$ cat config.mk
export PLATFORM = sky130hd
export DESIGN_NAME = stream_to_memory
export DESIGN_NICKNAME = d
export VERILOG_FILES = /design/src/rtl/stream_to_memory.sv
export SDC_FILE = /design/constraint.sdc
export NUM_CORES = 1
export LEC_CHECK = 0
export CORE_MARGIN = 2
export CORE_UTILIZATION = 50
export DETAILED_ROUTE_END_ITERATION = 10
export GPL_ROUTABILITY_DRIVEN = 0
export PLACE_DENSITY = 0.81
export SLEW_MARGIN = 10
export SYNTH_ARGS = -nofsm -noshare
export SYNTH_HDL_FRONTEND = slang
export SYNTH_SLANG_ARGS = --single-unit
$ cat constraint.sdc
create_clock -name clk -period 2.25 [get_ports clk]
set_input_delay 0.45 -clock clk [delete_from_list [all_inputs] [get_ports clk]]
set_output_delay 0.45 -clock clk [all_outputs]
set_load 0.1 [all_outputs]
$ cat src/rtl/stream_to_memory.sv
// stream_to_memory: collects a posit word stream into a MEMORY_DEPTH-entry frame and presents it in parallel.
// Define STREAM_TO_MEMORY_PINGPONG_EN for two banks; by default a single bank is used.
module stream_to_memory #(
  parameter int DATA_WIDTH   = 16,
  parameter int MEMORY_DEPTH = 20,
  parameter int CNT_W        = $clog2(MEMORY_DEPTH + 1)
) (
  input  logic                  clk,
  input  logic                  rst_n,
  output logic                  rtr_o,
  input  logic                  rts_i,
  input  logic                  eow_i,
  input  logic [DATA_WIDTH-1:0] data_i,
  input  logic                  rtr_i,
  output logic                  rts_o,
  output logic                  eow_o,
  output logic [CNT_W-1:0]      count_o,
  output logic [DATA_WIDTH-1:0] data_o [MEMORY_DEPTH]
);
`ifdef STREAM_TO_MEMORY_PINGPONG_EN
  localparam int NB = 2;
`else
  localparam int NB = 1;
`endif
  localparam int AW = $clog2(MEMORY_DEPTH);
  typedef enum logic [1:0] {EMPTY, FILLING, FULL} state_t;
  state_t                state [NB];
  logic [DATA_WIDTH-1:0] mem   [NB][MEMORY_DEPTH];
  logic [CNT_W-1:0]      cnt   [NB];
  logic                  tlast [NB];
  logic [CNT_W-1:0]      wc;
  logic                  wb, rb;
  logic                  acc, rel, last;
  assign rtr_o   = state[wb] != FULL;
  assign rts_o   = state[rb] == FULL;
  assign eow_o   = tlast[rb];
  assign count_o = cnt[rb];
  assign data_o  = mem[rb];
  assign acc     = rts_i & rtr_o;
  assign rel     = rts_o & rtr_i;
  assign last    = (wc == CNT_W'(MEMORY_DEPTH - 1)) | eow_i;
`ifdef STREAM_TO_MEMORY_PINGPONG_EN
  always_ff @(posedge clk or negedge rst_n)
    if (!rst_n) begin
      wb <= 1'b0;
      rb <= 1'b0;
    end else begin
      if (acc && last) wb <= ~wb;
      if (rel) rb <= ~rb;
    end
`else
  assign wb = 1'b0;
  assign rb = 1'b0;
`endif
  // Release clears the bank so short frames read zero beyond their count.
  always_ff @(posedge clk or negedge rst_n)
    if (!rst_n) begin
      wc <= '0;
      for (int b = 0; b < NB; b++) begin
        state[b] <= EMPTY;
        tlast[b] <= 1'b0;
        cnt[b]   <= '0;
        for (int i = 0; i < MEMORY_DEPTH; i++) mem[b][i] <= '0;
      end
    end else begin
      if (rel) begin
        state[rb] <= EMPTY;
        tlast[rb] <= 1'b0;
        cnt[rb]   <= '0;
        for (int i = 0; i < MEMORY_DEPTH; i++) mem[rb][i] <= '0;
      end
      if (acc) begin
        mem[wb][wc[AW-1:0]] <= data_i;
        state[wb]           <= last ? FULL : FILLING;
        wc                  <= last ? '0 : wc + 1'b1;
        if (last) begin
          tlast[wb] <= eow_i;
          cnt[wb]   <= wc + 1'b1;
        end
      end
    end
endmodule

[Word-level counts from Yosys, hierarchy flattened]
Index checks and enable logic that the tools add are counted.
Cells by class
  $add $sub $neg: 1
  magnitude comparators: 2
  equality and inequality tests: 3
  mux-type cells: 15
  bitwise operators: 4
  reduce and logical (&&, ||, !) cells: 2
Operator list (count)
  $mux 320: 2
  $bwmux 320: 1
  $demux 16 s5: 1
  $mux 5: 4
  $mux 16: 1
  $ge 6x6->1 const B: 1
  $lt 6x1->1 const B: 1
  $mux 2: 3
  $not 5->6: 1
  $add 5x1->5 const B: 1
  $eq 5x5->1 const B: 1
  $mux 1: 3
  $and 1x1->1: 2
  $eq 2x2->1 const B: 1
  $ne 2x2->1 const B: 1
  $reduce_bool 2->1: 1
  $logic_and 1x1->1: 1
  $or 1x1->1: 1
Storage, ports and cells
  register bits after elaboration: 333
  input port bits: 21
  output and inout bits: 328
  logic and storage cells: 51

[Longest topological paths before layout]
Gate-level depths: netlist of the first run.
  depth in word-level cells: 7
  mapped depth: 6
  depth with buffers taken out: 4

[Worst setup path after synthesis of the first run]
No wires, ideal clock.
  path kind: register -> output
  from: register state[0] (netlist bit)
  to: output rts_o
  arrival: 1500 ps
  required time: 1800 ps
  path slack: 300 ps
  stages on the path, launching flop included: 5
  buffers on the path: 2
  path through: dfrtp_1 nand2b_1 buf_6 buf_6 inv_1
On the way
  cells in the longest elaborated chain, start to end: 1
Ends and longest elaborated chain
  from (decl): line 27  | state_t state [NB];
  from (signal, indexed assignment): line 74  | state[wb] <= last ? FULL : FILLING;
  $eq 2x2->1: line 35  | assign rts_o = state[rb] == FULL;
  to (decl): line 15  | output logic rts_o,
No other way between the ends.

[Final worst setup path of the first run]
Same ends and word-level chain as after synthesis.

==> results.txt, run 1 <==
Initial Util: 0.5082
Antenna-violating nets left: 0
Antenna cells: 0
Final setup viols: 0
Setup TNS Final: 0 ns
Setup crit start: state[0]
Area growth from synthesis to layout: 31.07%
Adder-Cell Fraction of Synth Area: 0.003545
Post-route cell area: 0.01851 mm2
Unrepaired setup endpoints after global routing: no
Via density: 5.325
DRC violation count after routing: 0
F_max: 494.9 MHz
P_leak: 11.26 nW
Simple-gate share of the synthesized area: 0.1225
Post-layout nets: 1530
Final hold slack: 0.3316 ns
Worst Clk Skew: 0.02110 ns
Core Area: 0.02778 mm2
Syn Nets: 1185
Post-CTS sizing: 0
CTS tree: built
Status: finished clean
WP data required: 1.80 ns
Period minus WS final: 2.021 ns
Mux cell area share after synthesis: 0.2311
Cell Int Power: 0.01192 W
CTS Root Buffer Type: clkbuf_16
Most frequent cells in the layout: buf_4 (373), dfrtp_1 (333), nand2_1 (328), mux2i_1 (326), clkbuf_16 (36)
# rows: 61
Sw frac: 0.4625
Mapped cell area: 0.01412 mm2
Largest net degree at the start of global routing: 70
Min-delay src: rts_i
Post-CTS setup buffer count: 0
Clock sinks: 333
Post-synth EDFFs: 0
Layout cell share with drive strength beyond 1: 0.3085
Clock slew at reported path FFs: 0.06 ns
Global-route wire length before repair: 61.54 mm
Vias in the first global route: 10360
Worst Tran Pin Value: 0.5514 ns
Synth cell types: 32
Max Slew Vio Count: 0
Final worst slack: 0.2293 ns
Total gr overflow: 0
Skew-Pair Late Insertion Delay: 0.52 ns
Number of synthesized register bits: 333
Post-cts hold buffer count: 1
Dpl ws: 0.2701 ns
Yosys warns: 0
Register area share after synthesis: 0.5902
Port Buffers: 348
First-pass DRT Iterations: 5
Die width: 172.0 um
Drt initial violations: 810
Die Height: 172.0 um
Fin crit share: 0.8981
PwrDens: 1198 mW/mm2
Synthesized area per cell: 12.17 um2
Slew margin rel.: 0.6274
Power share of the clock group: 0.256
Worst-path fanout max: 10
I/O pin count: 349
Main synth FF type: dfrtp_1
Die area: 0.02960 mm2
Combinational power share: 0.416
Sw Pwr: 0.01026 W
Fraction of registers with async set/reset: 1.000
Largest family of logic cells by synthesized area: multiplexers
Max-cap viol count: 0
# H-tree levels: 2
Hold WC Path Type: input pin to register
Crit end category: output pin
Final wirelength: 40.24 mm
Overall global routing resource usage: 0.2749
Synth Area in XOR/XNOR: 0.001861
Cts bufs inserted: 35
Hpwl dp: 27.13 mm
Final hold violation count: 0
Startpoint types: register
Crit path arrival time: 1.57 ns
DR WL/cell: 21.09 um
Most common cell after layout, fill and taps aside: buf_4
Syn Inst Count: 1160
Placed instance area: 0.01736 mm2
Via count: 10160
Peak VDD IR: 559.1 uV
Clk buf depth: 3
Initial antenna violation count: 0
Worst reg2reg path startpoint: wc[2]
Worst setup path category: register to output pin
Compound-Gate Fraction of Synth Area: 0.005583
Sequential share of power: 0.329
-- power by group through the flow --
stage               Combinational, W  Clock [W]  Sequential [W]
CTS                          0.00926    0.00579         0.00727
global route                 0.00957    0.00605         0.00735
floorplan                    0.00198          0          0.0124
finish                       0.00921    0.00568         0.00728
global placement             0.00915          0         0.00736
detailed placement           0.00924          0         0.00738
-- logic make-up (layout without fill, tap and decap cells) --
group                    Yosys count  count (layout)
XOR/XNOR                           3               3
AO/OA/AOI/OAI                      9               9
adder cells (fa/ha/maj)            4               4
multiplexers                     326             326
AND/OR/NAND/NOR                  362             362
flip-flops                       333             333
buffers and inverters            123             493
-- Yosys cell counts (all sizes together) (2+ instances only) --
cell	n	area share
nand4	20	0.025
xor2	2	0.0012
nand2	328	0.087
o211ai	2	0.0014
buf	41	0.023
a32o	2	0.0014
clkbuf	61	0.016
dfrtp	333	0.59
mux2i	326	0.23
inv	21	0.0056
nand3	3	0.0011
o2bb2ai	2	0.0012
nor3	2	0.0015
nor3b	3	0.0040
ha	4	0.0035
-- state kept, by name, indices dropped and copies added, names as in the netlist --
signal and flops:
count_o 5, data_o 320, eow_o 1, state 2, wc 5
-- layout make-up --
cell class	count	area [um2]
clock inverter	10	90.09
sequential	333	8333
clock buffer	52	1051
fill	2136	9275
tap	378	473.0
inverter	21	78.83
multi-input combinational	704	5150
timing repair buffer	410	3331
-- critical path, cell delays in order (launching register included) --
cell and delay, ns:
dfrtp_1 0.40, nand2b_2 0.32, inv_1 0.16, buf_12 0.18
-- final timing paths --
path                                to  slack, ns  cells past startpoint
max                              rts_o       0.23                      3
min                           state[0]       0.33                      2
max reg2reg                data_o[230]       0.24                      3
min reg2reg                data_o[174]       0.53                      2
min in group asynchronous  data_o[241]       0.48                      2
max in group asynchronous  data_o[314]       0.96                      3
-- layer usage --
metal  GRT usage  part of all wire
met1      0.3640              0.42
met2      0.4323              0.46
met3     0.08927             0.088
met4     0.08732             0.032
met5           0                 0
-- stage by stage --
step	util	power (W)	instances
floorplan	-	0.01434	1160
global placement	0.6247	0.01650	1845
detailed placement	0.6247	0.01662	1845
CTS	0.6661	0.02232	1908
global route	0.6661	0.02297	1908
finish	0.6661	0.02217	1908
Power figures use the tool's default switching activity.
==> run 2: changes to the inputs <==
--- a/config.mk
+++ b/config.mk
@@ -6,10 +6,11 @@
 export NUM_CORES = 1
 export LEC_CHECK = 0
 export CORE_MARGIN = 2
-export CORE_UTILIZATION = 50
+export CORE_UTILIZATION = 45
 export DETAILED_ROUTE_END_ITERATION = 10
 export GPL_ROUTABILITY_DRIVEN = 0
-export PLACE_DENSITY = 0.81
+export PLACE_DENSITY = 0.74
+export REMOVE_ABC_BUFFERS = 1
 export SLEW_MARGIN = 10
 export SYNTH_ARGS = -nofsm -noshare
 export SYNTH_HDL_FRONTEND = slang
==> constraint.sdc (replaced) <==
create_clock -name clk -period 2.45 [get_ports clk]
set_input_delay 0.49 -clock clk [delete_from_list [all_inputs] [get_ports clk]]
set_output_delay 0.49 -clock clk [all_outputs]
set_load 0.1 [all_outputs]
==> results.txt, run 2 (same netlist as run 1, synthesis figures left out) <==
First-pass DRT Iterations: 5
# rows: 64
Drt initial violations: 619
Combinational power share: 0.412
Post-route cell area: 0.01855 mm2
DR WL/cell: 21.59 um
Initial Util: 0.4592
Via count: 9986
Largest net degree at the start of global routing: 71
Clk buf depth: 3
Port Buffers: 348
Crit-path most repeated cell: buf_12
CTS tree: built
Vias in the first global route: 10540
F_max: 466.7 MHz
Die width: 181.1 um
Final wirelength: 41.52 mm
Max Slew Vio Count: 0
Peak VDD IR: 1265 uV
Die area: 0.03281 mm2
Hpwl dp: 27.63 mm
Period minus WS final: 2.143 ns
Worst Clk Skew: 0.008819 ns
Via density: 5.193
I/O pin count: 349
Worst Tran Pin Value: 0.6496 ns
Fin crit share: 0.8746
Max FFs per register: 320
Most frequent cells in the layout: buf_4 (369), dfrtp_1 (333), nand2_1 (328), mux2i_1 (326), clkbuf_16 (39)
Clock slew at reported path FFs: 0.06 ns
Final hold violation count: 0
Skew-Pair Late Insertion Delay: 0.51 ns
Global-route wire length before repair: 64.34 mm
Sw frac: 0.4587
Antenna-violating nets left: 0
Worst setup path category: register to output pin
Cell Int Power: 0.01119 W
CP max-delay cell: dfrtp_1
Area growth from synthesis to layout: 31.38%
Post-layout nets: 1527
Crit end category: output pin
WP data required: 1.96 ns
Startpoint types: register
Crit path arrival time: 1.65 ns
Critical path's top delay family: buffers and inverters
Placed instance area: 0.01733 mm2
CTS Root Buffer Type: clkbuf_16
Clock sinks: 333
Fillers: 2515
Post-CTS setup buffer count: 0
Final hold slack: 0.4082 ns
Total gr overflow: 0
P_leak: 11.26 nW
PwrDens: 1115 mW/mm2
Die Height: 181.1 um
Sequential share of power: 0.322
Slowest Stage Delay on Critical Path: 0.42 ns
Sw Pwr: 0.009485 W
Hold WC Path Type: input pin to register
# H-tree levels: 2
Overall global routing resource usage: 0.2547
DRC violation count after routing: 0
Layout cell share with drive strength beyond 1: 0.3065
Cts bufs inserted: 37
Most common cell after layout, fill and taps aside: buf_4
Final setup viols: 0
Status: finished clean
Cells along the critical path: nand2b_2 > buf_12 > inv_1 > buf_12
Antenna cells: 0
Slew margin rel.: 0.5670
Unrepaired setup endpoints after global routing: no
Core Area: 0.03075 mm2
Initial antenna violation count: 1
WP buf/inv: 3
Worst-path fanout max: 28
Max-cap viol count: 0
Power share of the clock group: 0.267
-- run 2: changes by cell type in the layout (fill, tap and decap cells not counted) --
cell | before | now
buf_4 | 373 | 369
buf_12 | 16 | 15
clkbuf_16 | 36 | 39
clkinv_8 | 1 | 0
clkbuf_1 | 7 | 8
clkinv_2 | 7 | 6
bufinv_16 | 1 | 2
clkbuf_8 | 9 | 7
inv_8 | 0 | 1
-- run 2: worst paths after layout --
kind / startpoint / to / slack (ns) / depth (start not counted)
max: state[0] / rts_o / 0.31 / 4
min in group asynchronous: rst_n / data_o[251] / 0.51 / 2
max reg2reg: wc[2] / data_o[255] / 0.34 / 3
min reg2reg: data_o[277] / data_o[277] / 0.52 / 2
min: rts_i / state[0] / 0.41 / 2
max in group asynchronous: rst_n / data_o[126] / 1.00 / 3
-- run 2: timing repair --
item,in CTS,in global routing
resized for setup,0,0
hold endpoints to repair,31,0
hold buffers,1,0
-- run 2: through the flow --
step	utilization	worst slack, ns	TNS (ns)	total power (W)	instances
CTS	0.6033	0.2825	0	0.02084	1923
global placement	0.5635	0.4666	0	0.01519	1858
finish	0.6033	0.3072	0	0.02068	1923
global route	0.6033	0.2350	0	0.02140	1923
floorplan	-	-5.448	-1503.69	0.01192	1058
detailed placement	0.5635	0.3509	0	0.01528	1858
-- run 2: layout make-up --
| class | instances | area [um2] | share of cell area |
|---|---|---|---|
| Timing Repair Buffer | 405 | 3281 | 0.1769 |
| Sequential cell | 333 | 8333 | 0.4492 |
| Clock buffer | 54 | 1102 | 0.05942 |
| Clock inverter | 10 | 110.1 | 0.005936 |
| Multi-Input combinational cell | 704 | 5150 | 0.2776 |
| Inverter | 21 | 78.83 | 0.004249 |
| Tap cell | 396 | 495.5 | 0.02671 |
-- run 2: metal layers --
layer	vias up	wire, um	track usage
met5	-	13	0
met1	5060	17920	0.3422
li1	4530	-	-
met4	2	1016	0.07285
met3	67	2697	0.05866
met2	327	19870	0.4152
-- run 2: power groups by stage --
stage / logic (W) / clock network, W / registers [W]
finish: 0.00852 / 0.00551 / 0.00665
global placement: 0.00848 / 0 / 0.00671
detailed placement: 0.00856 / 0 / 0.00672
floorplan: 0.00142 / 0 / 0.0105
global route: 0.00883 / 0.00584 / 0.00673
CTS: 0.00856 / 0.00563 / 0.00664
==> run 3: changes to the inputs <==
--- a/config.mk
+++ b/config.mk
@@ -10,7 +10,6 @@
 export DETAILED_ROUTE_END_ITERATION = 10
 export GPL_ROUTABILITY_DRIVEN = 0
 export PLACE_DENSITY = 0.74
-export REMOVE_ABC_BUFFERS = 1
 export SLEW_MARGIN = 10
 export SYNTH_ARGS = -nofsm -noshare
 export SYNTH_HDL_FRONTEND = slang
==> results.txt, run 3 (same netlist as run 1, synthesis figures left out) <==
Area growth from synthesis to layout: 30.86%
Combinational power share: 0.409
Core Area: 0.03075 mm2
Overall global routing resource usage: 0.2498
Crit end category: output pin
Peak VDD IR: 691.9 uV
F_max: 442.7 MHz
# rows: 64
Status: finished clean
Final wirelength: 40.73 mm
Largest net degree at the start of global routing: 60
Vias in the first global route: 10410
Port Buffers: 348
Cell Int Power: 0.01125 W
P_leak: 11.21 nW
DRC violation count after routing: 0
DR WL/cell: 21.30 um
Slew margin rel.: 0.4828
Post-layout nets: 1521
Setup TNS Final: 0 ns
Most frequent cells in the layout: buf_4 (365), dfrtp_1 (333), nand2_1 (328), mux2i_1 (326), clkbuf_16 (36)
Cells on worst reg2reg path: 3
PwrDens: 1119 mW/mm2
Worst Tran Pin Value: 0.7740 ns
Via count: 9971
Power share of the clock group: 0.267
Placed instance count: 1853
Crit path arrival time: 1.77 ns
CTS tree: built
Worst setup path category: register to output pin
Sw Pwr: 0.009419 W
Number of standard cells in the final layout excluding fillers: 1912
Clk buf depth: 3
Fillers: 2508
Sequential share of power: 0.324
I/O pin count: 349
Worst reg2reg path startpoint: wc[4]
Max-cap viol count: 0
Drt initial violations: 738
Layout cell share with drive strength beyond 1: 0.3021
Via density: 5.215
Worst-path fanout max: 14
Die area: 0.03281 mm2
Final setup viols: 0
Antenna-violating nets left: 0
Global-route wire length before repair: 63.46 mm
Hpwl dp: 27.27 mm
Antenna cells: 0
Sw frac: 0.4556
Initial Util: 0.4592
WP data required: 1.96 ns
Reg2reg end: data_o[54]
# H-tree levels: 2
First-pass DRT Iterations: 5
Clock slew at reported path FFs: 0.06 ns
Max FFs per register: 320
Register-to-register setup slack: 0.33 ns
Total Power: 0.02067 W
Initial antenna violation count: 0
Worst Clk Skew: 0.02028 ns
Die width: 181.1 um
Max Slew Vio Count: 0
Hold WC Path Type: input pin to asynchronous set/reset pin
Total gr overflow: 0
Final hold violation count: 0
CTS Root Buffer Type: clkbuf_16
Fin crit share: 0.9220
Post-CTS setup buffer count: 0
Unrepaired setup endpoints after global routing: no
Die Height: 181.1 um
Clock sinks: 333
Startpoint types: register
Skew-Pair Late Insertion Delay: 0.51 ns
Cts bufs inserted: 36
Most common cell after layout, fill and taps aside: buf_4
Period minus WS final: 2.259 ns
[run 3: changes by cell type in the layout (fill, tap and decap cells not counted), sizes merged]
cell      delta
inv          -1
buf          -5
bufinv       +3
clkinvlp     +1
clkinv       -3
clkbuf       -6
[run 3: worst max-delay path by stage]
stage / from / to / slack [ns] / depth (start not counted)
2_1_floorplan: state[0] / rts_o / 0.46 / 4
5_1_grt: state[0] / rts_o / 0.14 / 3
3_3_place_gp: rts_i / data_o[269] / 0.34 / 3
6_report: state[0] / rts_o / 0.19 / 3
4_1_cts: state[0] / rts_o / 0.18 / 3
3_5_place_dp: rts_i / data_o[263] / 0.22 / 3
[run 3: layout make-up]
| cell class | count | area (um2) | area share |
|---|---|---|---|
| flip-flops and latches | 333 | 8333 | 0.4510 |
| multi-input cells | 704 | 5150 | 0.2787 |
| inverters | 21 | 78.83 | 0.004266 |
| repair buffers | 400 | 3231 | 0.1748 |
| clock inverters | 10 | 192.7 | 0.01043 |
| clock buffers | 48 | 996.0 | 0.05390 |
| well taps | 396 | 495.5 | 0.02682 |
[run 3: worst max-delay path, stage by stage, from the launching register on]
cell and delay, ns:
dfrtp_1 0.40, nand2b_2 0.42, inv_1 0.24, buf_12 0.20
[run 3: routing by layer]
metal | up-vias | track usage | wire [um]
li1 | 4514 | - | -
met1 | 5039 | 0.3280 | 17230
met2 | 347 | 0.3923 | 18590
met3 | 71 | 0.07761 | 3543
met4 | 0 | 0.08976 | 1358
met5 | - | 0 | 0
[run 3: timing repair]
item	in CTS	in global routing
hold buffers	1	0
hold endpoints to repair	48	0
resized for setup	0	0
[run 3: stage by stage]
stage / hold WS, ns / utilization / setup WS, ns / cell area, um2
6_report: 0.5152 / 0.6009 / 0.1910 / 18480
5_1_grt: 0.5455 / 0.6009 / 0.1389 / 18480
4_1_cts: 0.5170 / 0.6009 / 0.1790 / 18480
3_5_place_dp: 0.4597 / 0.5619 / 0.2226 / 17280
3_3_place_gp: 0.4591 / 0.5619 / 0.3410 / 17280
2_1_floorplan: 0.1944 / - / 0.4597 / 14120
[run 3: power by group through the flow]
stage               Combinational, W  Sequential, W  Clock, W
detailed placement           0.00848        0.00678         0
finish                       0.00845        0.00669   0.00553
floorplan                    0.00182         0.0113         0
global route                 0.00875        0.00676   0.00587
CTS                          0.00849        0.00668   0.00564
global placement             0.00841        0.00677         0
